$ cat config.mk
export PLATFORM = sky130hd
export DESIGN_NAME = hazard3_aclint_mtimer
export DESIGN_NICKNAME = d
export VERILOG_FILES = /design/src/rtl/hazard3_aclint_mtimer.sv
export SDC_FILE = /design/constraint.sdc
export NUM_CORES = 1
export LEC_CHECK = 0
export ABC_AREA = 1
export CAP_MARGIN = 20
export CORE_MARGIN = 8
export CORE_UTILIZATION = 65
export DETAILED_ROUTE_END_ITERATION = 7
export PLACE_DENSITY = 0.94
export SLEW_MARGIN = 20
export SYNTH_ARGS = -nofsm -noshare
export SYNTH_HDL_FRONTEND = slang
export SYNTH_SLANG_ARGS = --single-unit
$ cat constraint.sdc
create_clock -name clk -period 14.7 [get_ports clk]
set_input_delay 2.205 -clock clk [delete_from_list [all_inputs] [get_ports clk]]
set_output_delay 2.205 -clock clk [all_outputs]
set_load 0.005 [all_outputs]
$ cat src/rtl/hazard3_aclint_mtimer.sv
// Multi-hart RISC-V machine timer and software-interrupt block on a 32-bit APB slave.
// One shared 64-bit mtime with prescaled tick input, per-hart mtimecmp and msip.
module hazard3_aclint_mtimer #(
  parameter int N_HARTS     = 1,
  parameter int TICK_IS_NRZ = 0,
  parameter int PRESCALE_W  = 8
) (
  input  logic               clk,
  input  logic               rst,
  input  logic [15:0]        paddr,
  input  logic               psel,
  input  logic               penable,
  input  logic               pwrite,
  input  logic [31:0]        pwdata,
  output logic [31:0]        prdata,
  output logic               pready,
  output logic               pslverr,
  input  logic               dbg_halt,
  input  logic               tick,
  output logic [N_HARTS-1:0] soft_irq,
  output logic [N_HARTS-1:0] timer_irq
);

  localparam logic [5:0] MSIP_LIMIT = 6'(N_HARTS);
  localparam logic [4:0] CMP_LIMIT  = 5'(N_HARTS);

  logic                  en;
  logic                  dbgstop;
  logic [PRESCALE_W-1:0] div;
  logic [PRESCALE_W-1:0] pcnt;
  logic [63:0]           mtime;
  logic [31:0]           mtimeh_shadow;
  logic [63:0]           mtimecmp [N_HARTS];
  logic [N_HARTS-1:0]    msip;

  logic       access, wr, rd;
  logic       hit_ctrl, hit_mtime, hit_mtimeh, hit_msip, hit_cmp, mapped;
  logic [3:0] msip_idx, cmp_idx;
  logic       tick_evt, qtick, mtime_inc;

  assign access = psel && penable;
  assign wr     = access && pwrite;
  assign rd     = access && !pwrite;

  assign hit_ctrl   = (paddr == 16'h0000);
  assign hit_mtime  = (paddr == 16'h0008);
  assign hit_mtimeh = (paddr == 16'h000c);
  // Hart slots beyond N_HARTS fail the index bound and fall through to the error response
  assign hit_msip   = (paddr[15:8] == 8'h01) && (paddr[1:0] == 2'b00) && (paddr[7:2] < MSIP_LIMIT);
  assign hit_cmp    = (paddr[15:8] == 8'h02) && (paddr[1:0] == 2'b00) && (paddr[7:3] < CMP_LIMIT);
  assign mapped     = hit_ctrl || hit_mtime || hit_mtimeh || hit_msip || hit_cmp;
  assign msip_idx   = paddr[5:2];
  assign cmp_idx    = paddr[6:3];

  assign pready  = 1'b1;
  assign pslverr = access && !mapped;

  generate
    if (TICK_IS_NRZ != 0) begin : g_nrz
      logic sync0, sync1, sync_prev;
      always_ff @(posedge clk or posedge rst) begin
        if (rst) begin
          sync0     <= 1'b0;
          sync1     <= 1'b0;
          sync_prev <= 1'b0;
        end else begin
          sync0     <= tick;
          sync1     <= sync0;
          sync_prev <= sync1;
        end
      end
      assign tick_evt = sync1 ^ sync_prev;
    end else begin : g_level
      assign tick_evt = tick;
    end
  endgenerate

  assign qtick     = tick_evt && en && !(dbgstop && dbg_halt);
  assign mtime_inc = qtick && (pcnt == div);

  always_ff @(posedge clk or posedge rst) begin
    if (rst) begin
      en      <= 1'b1;
      dbgstop <= 1'b1;
      div     <= '0;
      pcnt    <= '0;
    end else if (wr && hit_ctrl) begin
      en      <= pwdata[0];
      dbgstop <= pwdata[1];
      div     <= pwdata[8 +: PRESCALE_W];
      pcnt    <= '0;
    end else if (qtick) begin
      pcnt <= mtime_inc ? '0 : pcnt + 1'b1;
    end
  end

  // A bus write to one half wins over the increment and leaves the other half untouched
  always_ff @(posedge clk or posedge rst) begin
    if (rst) begin
      mtime         <= '0;
      mtimeh_shadow <= '0;
    end else begin
      if (wr && hit_mtime) begin
        mtime[31:0] <= pwdata;
      end else if (wr && hit_mtimeh) begin
        mtime[63:32] <= pwdata;
      end else if (mtime_inc) begin
        mtime <= mtime + 64'd1;
      end
      if (rd && hit_mtime) begin
        mtimeh_shadow <= mtime[63:32];
      end
    end
  end

  always_ff @(posedge clk or posedge rst) begin
    if (rst) begin
      msip      <= '0;
      timer_irq <= '0;
      for (int h = 0; h < N_HARTS; h++) begin
        mtimecmp[h] <= '1;
      end
    end else begin
      for (int h = 0; h < N_HARTS; h++) begin
        timer_irq[h] <= (mtime >= mtimecmp[h]);
        if (wr && hit_msip && (msip_idx == h[3:0])) begin
          msip[h] <= pwdata[0];
        end
        if (wr && hit_cmp && (cmp_idx == h[3:0])) begin
          if (paddr[2]) begin
            mtimecmp[h][63:32] <= pwdata;
          end else begin
            mtimecmp[h][31:0] <= pwdata;
          end
        end
      end
    end
  end

  assign soft_irq = msip;

  always_comb begin
    prdata = '0;
    if (access) begin
      if (hit_ctrl) begin
        prdata[0]               = en;
        prdata[1]               = dbgstop;
        prdata[8 +: PRESCALE_W] = div;
      end
      if (hit_mtime) begin
        prdata = mtime[31:0];
      end
      if (hit_mtimeh) begin
        prdata = mtimeh_shadow;
      end
      for (int h = 0; h < N_HARTS; h++) begin
        if (hit_msip && (msip_idx == h[3:0])) begin
          prdata = {31'd0, msip[h]};
        end
        if (hit_cmp && (cmp_idx == h[3:0])) begin
          prdata = paddr[2] ? mtimecmp[h][63:32] : mtimecmp[h][31:0];
        end
      end
    end
  end

endmodule
==> metrics.log <==
INFO  metric post-route-period-util = 53.19%
INFO  metric post-cts-setup-buffers = 0
INFO  metric timing.final.crit_period = 7.820 ns
INFO  metric cap_viol_max_count = 0
INFO  metric antenna_left = 0
INFO  metric rr_startpoint = mtime[0]
INFO  metric max_freq = 127.9 MHz
INFO  metric worst_setup_path_start_kind = input pin
INFO  metric cts_resized = 0
INFO  metric num-nets-final = 2127
INFO  metric power_switching_share = 26.67%
INFO  metric netlist_instances = 1960
INFO  metric power.internal = 0.7443 mW
INFO  metric clk_transition_reported_paths = 0.08 ns
INFO  metric cellLeakagePower = 6.571 nW
INFO  metric grt_max_degree = 77
INFO  metric combinationalPowerShare = 4.7%
INFO  metric setup_total_negative_slack = 0 ns
INFO  metric drt-wirelength-per-cell = 20.94 microns
INFO  metric worst_hold_path.endpoint = mtimecmp[32]
INFO  metric final.hold.worst_slack = 0.4810 ns
INFO  metric syn-num-nets = 2081
INFO  metric floorplan.initialDensity = 65.77%
INFO  metric clock_network_fraction_of_total_power = 46.5%
INFO  metric seq_power_share = 48.9%
INFO  metric crit-reg2reg-capture = mtime[44]
INFO  metric synth_seq_cells = 180
INFO  metric placement_stage_cell_area = 14060 sq um
INFO  metric synthesis.area = 13180 sq um
INFO  metric finalClockSkew = 0.01724 ns
INFO  metric placement_rows = 52
INFO  metric netlist-cell-type-count = 43
INFO  metric hold_start = mtimecmp[32]
INFO  metric htree_levels = 4
INFO  metric timing.max_slew.rel_slack = 29.80%
INFO  metric grt_first_pass_wirelength = 73520 microns
INFO  metric clock_tree.buffer_depth = 2
INFO  metric drt_drc_violations_left = 0
INFO  metric timing.hold.worst.class = reg -> reg
INFO  metric overall_track_demand_over_capacity_in_global_routing = 39.08%
INFO  metric ctsHoldBuffers = 0
INFO  metric route.detailed.vias_per_inst = 6.125
INFO  metric diodes = 0
INFO  metric r2r.worst_path.cells = 12
INFO  metric fp.dieH = 158.4 microns
INFO  metric cts_tree = yes
INFO  metric final_critical_path_setup_slack = 6.880 ns
INFO  metric peak_supply_drop = 0.06806 mV
INFO  metric warnings_synthesis = 0
INFO  metric min_delay_path_depth = 2
INFO  metric post-route-cell-area = 14650 sq um
INFO  metric floorplan.die.width = 158.4 microns
INFO  metric routed-via-count = 14021
INFO  metric clk-insertion-delay-late = 0.45 ns
INFO  metric cts.sink_count = 180
INFO  metric setup.reg_to_reg.worst_slack = 12.16 ns
INFO  metric finalSetupViolations = 0
INFO  metric detail_route.wirelength = 47940 microns
INFO  metric p_sw = 0.2707 mW
INFO  metric coreArea = 20040 sq um
INFO  metric grt_antenna_before_repair = 1
INFO  metric critPathRequiredTime = 12.49 ns
INFO  metric hpwl = 36450 microns
INFO  metric place_worst_setup_slack = 6.995 ns
INFO  metric grt.overflow.total = 0
INFO  metric hold_violations = 0
INFO  metric layout-drive-gt1-share = 8.271%
INFO  metric drt-initial-drc-count = 1733
INFO  metric place.port_buffers = 89
INFO  metric grt_setup_unrepaired = false
INFO  metric power.density_cell_area = 69.27 nW/um^2
INFO  metric outcome = complete, no violations
INFO  metric top_level_ports = 91
INFO  metric tightestPinTransition = 1.051 ns
INFO  metric worst_setup_path_startpoint = paddr[11]
INFO  metric cts_inserted_buffers = 17
INFO  metric vias_in_the_first_global_route = 13125
INFO  metric worst_path_maximum_fanout = 40
INFO  metric yosysSeqAreaShare = 34.80%
INFO  metric final-max-slew-violation-count = 0
INFO  metric syn_area_per_cell = 6.724 sq um
INFO  metric place_congestion = 1.051
INFO  metric setup.worst_path.end_class = output pin
INFO  metric crit_arrival = 5.61 ns
INFO  metric critical_path_class = in -> out
INFO  metric detail_route.first_pass.iterations = 6
INFO  metric syn2layout_area_growth = 11.18%
INFO  metric cts_root_buf = sky130_fd_sc_hd__clkbuf_16
INFO  metric die_area = 25090 sq um
## layer usage
layer  GRT usage [%]  wire, microns
met1           50.68          18290
met2           59.31          20610
met3           12.89           6978
met4           15.63           2032
met5               0             13
## registers in the layout (all words and copies together) (netlist names)
| signal | count |
|---|---|
| mtimecmp | 64 |
| mtime | 64 |
| soft_irq | 1 |
| dbgstop | 1 |
| timer_irq | 1 |
| div | 8 |
| en | 1 |
| pcnt | 8 |
| mtimeh_shadow | 32 |
## kinds of logic after synthesis
| kind of cell | count (synthesis) | share of synthesized area [%] |
|---|---|---|
| flops | 180 | 34.80 |
| compound gates | 216 | 8.478 |
| xor+xnor | 36 | 2.392 |
| buf+inv | 292 | 9.333 |
| fa+ha+maj | 66 | 6.266 |
| other cells | 1 | 0.02845 |
| simple gates | 1169 | 38.70 |
## power groups by stage
stage / logic [mW] / registers (mW) / clock network, mW
floorplan: 0.0198 / 0.505 / 0
global placement: 0.0454 / 0.505 / 0
detailed placement: 0.0463 / 0.505 / 0
CTS: 0.0466 / 0.496 / 0.469
global route: 0.0504 / 0.496 / 0.485
finish: 0.0473 / 0.496 / 0.472
## synth_stat cells, drive strengths merged
library cell	number	share of area, %
nand2	687	20
nand4	64	3.4
nand3	167	6.8
and3b	1	0.066
conb	1	0.028
buf	42	2.2
nor2	228	7.5
dfstp	66	13
xnor2	18	1.2
clkbuf	24	0.68
inv	224	6.4
a31oi	1	0.048
nand3b	2	0.11
o311ai	1	0.066
o21ai	161	6.1
clkinv	2	0.066
o211ai	2	0.11
o21a	5	0.28
nor3b	1	0.057
a21oi	45	1.8
ha	66	6.3
nor3	12	0.61
dfrtp	114	22
a21o	1	0.057
xor2	18	1.2
and2	6	0.28
nor4	1	0.048
## layout make-up
cell class | count | area [sq um]
Fill cell | 1607 | 5386
Tap cell | 270 | 337.8
Timing Repair Buffer | 93 | 915.9
Clock inverter | 14 | 156.4
Multi-Input combinational cell | 1488 | 7362
Clock buffer | 18 | 439.2
Sequential cell | 180 | 4587
Inverter | 226 | 854.6
## metrics by stage
stage          cells  util [%]  power, mW
3_3_place_gp    2257     70.15     0.5503
5_1_grt         2289     73.12      1.031
2_1_floorplan   1960         -     0.5247
3_5_place_dp    2257     70.15     0.5512
6_report        2289     73.12      1.015
4_1_cts         2289     73.12      1.011
## worst max path at each step
stage	end	slack [ns]	cells after the start
finish	prdata[12]	6.88	11
global route	prdata[12]	6.71	11
CTS	prdata[12]	6.99	11
detailed placement	prdata[12]	6.99	11
global placement	prdata[14]	7.17	11
floorplan	div[0]	7.72	1
## cells in the final DEF, fill, tap and decap left out, types with 10 or more instances in the layout
cell type	n
sky130_fd_sc_hd__nand4_1	61
sky130_fd_sc_hd__nor2_2	16
sky130_fd_sc_hd__clkbuf_16	17
sky130_fd_sc_hd__o21ai_0	121
sky130_fd_sc_hd__inv_1	213
sky130_fd_sc_hd__o21ai_1	40
sky130_fd_sc_hd__a21oi_1	44
sky130_fd_sc_hd__clkdlybuf4s50_1	88
sky130_fd_sc_hd__nand2_1	676
sky130_fd_sc_hd__ha_1	66
sky130_fd_sc_hd__xor2_1	18
sky130_fd_sc_hd__nor2_1	203
sky130_fd_sc_hd__nand3_1	159
sky130_fd_sc_hd__nand2_2	10
sky130_fd_sc_hd__dfstp_2	66
sky130_fd_sc_hd__xnor2_1	18
sky130_fd_sc_hd__inv_2	10
sky130_fd_sc_hd__dfrtp_1	114
## worst max-delay path, stage by stage
cell and delay [ns]:
sky130_fd_sc_hd__clkdlybuf4s50_1 0.41, sky130_fd_sc_hd__nor2_2 0.18, sky130_fd_sc_hd__nand3_2 0.12, sky130_fd_sc_hd__nor2_4 0.80, sky130_fd_sc_hd__nand2_2 0.17, sky130_fd_sc_hd__nor2_4 0.73
sky130_fd_sc_hd__nand2_1 0.12, sky130_fd_sc_hd__nand3_1 0.11, sky130_fd_sc_hd__a21oi_1 0.05, sky130_fd_sc_hd__nor2_1 0.15, sky130_fd_sc_hd__clkdlybuf4s50_1 0.56
Note: power is estimated with default switching activity, not from simulation.
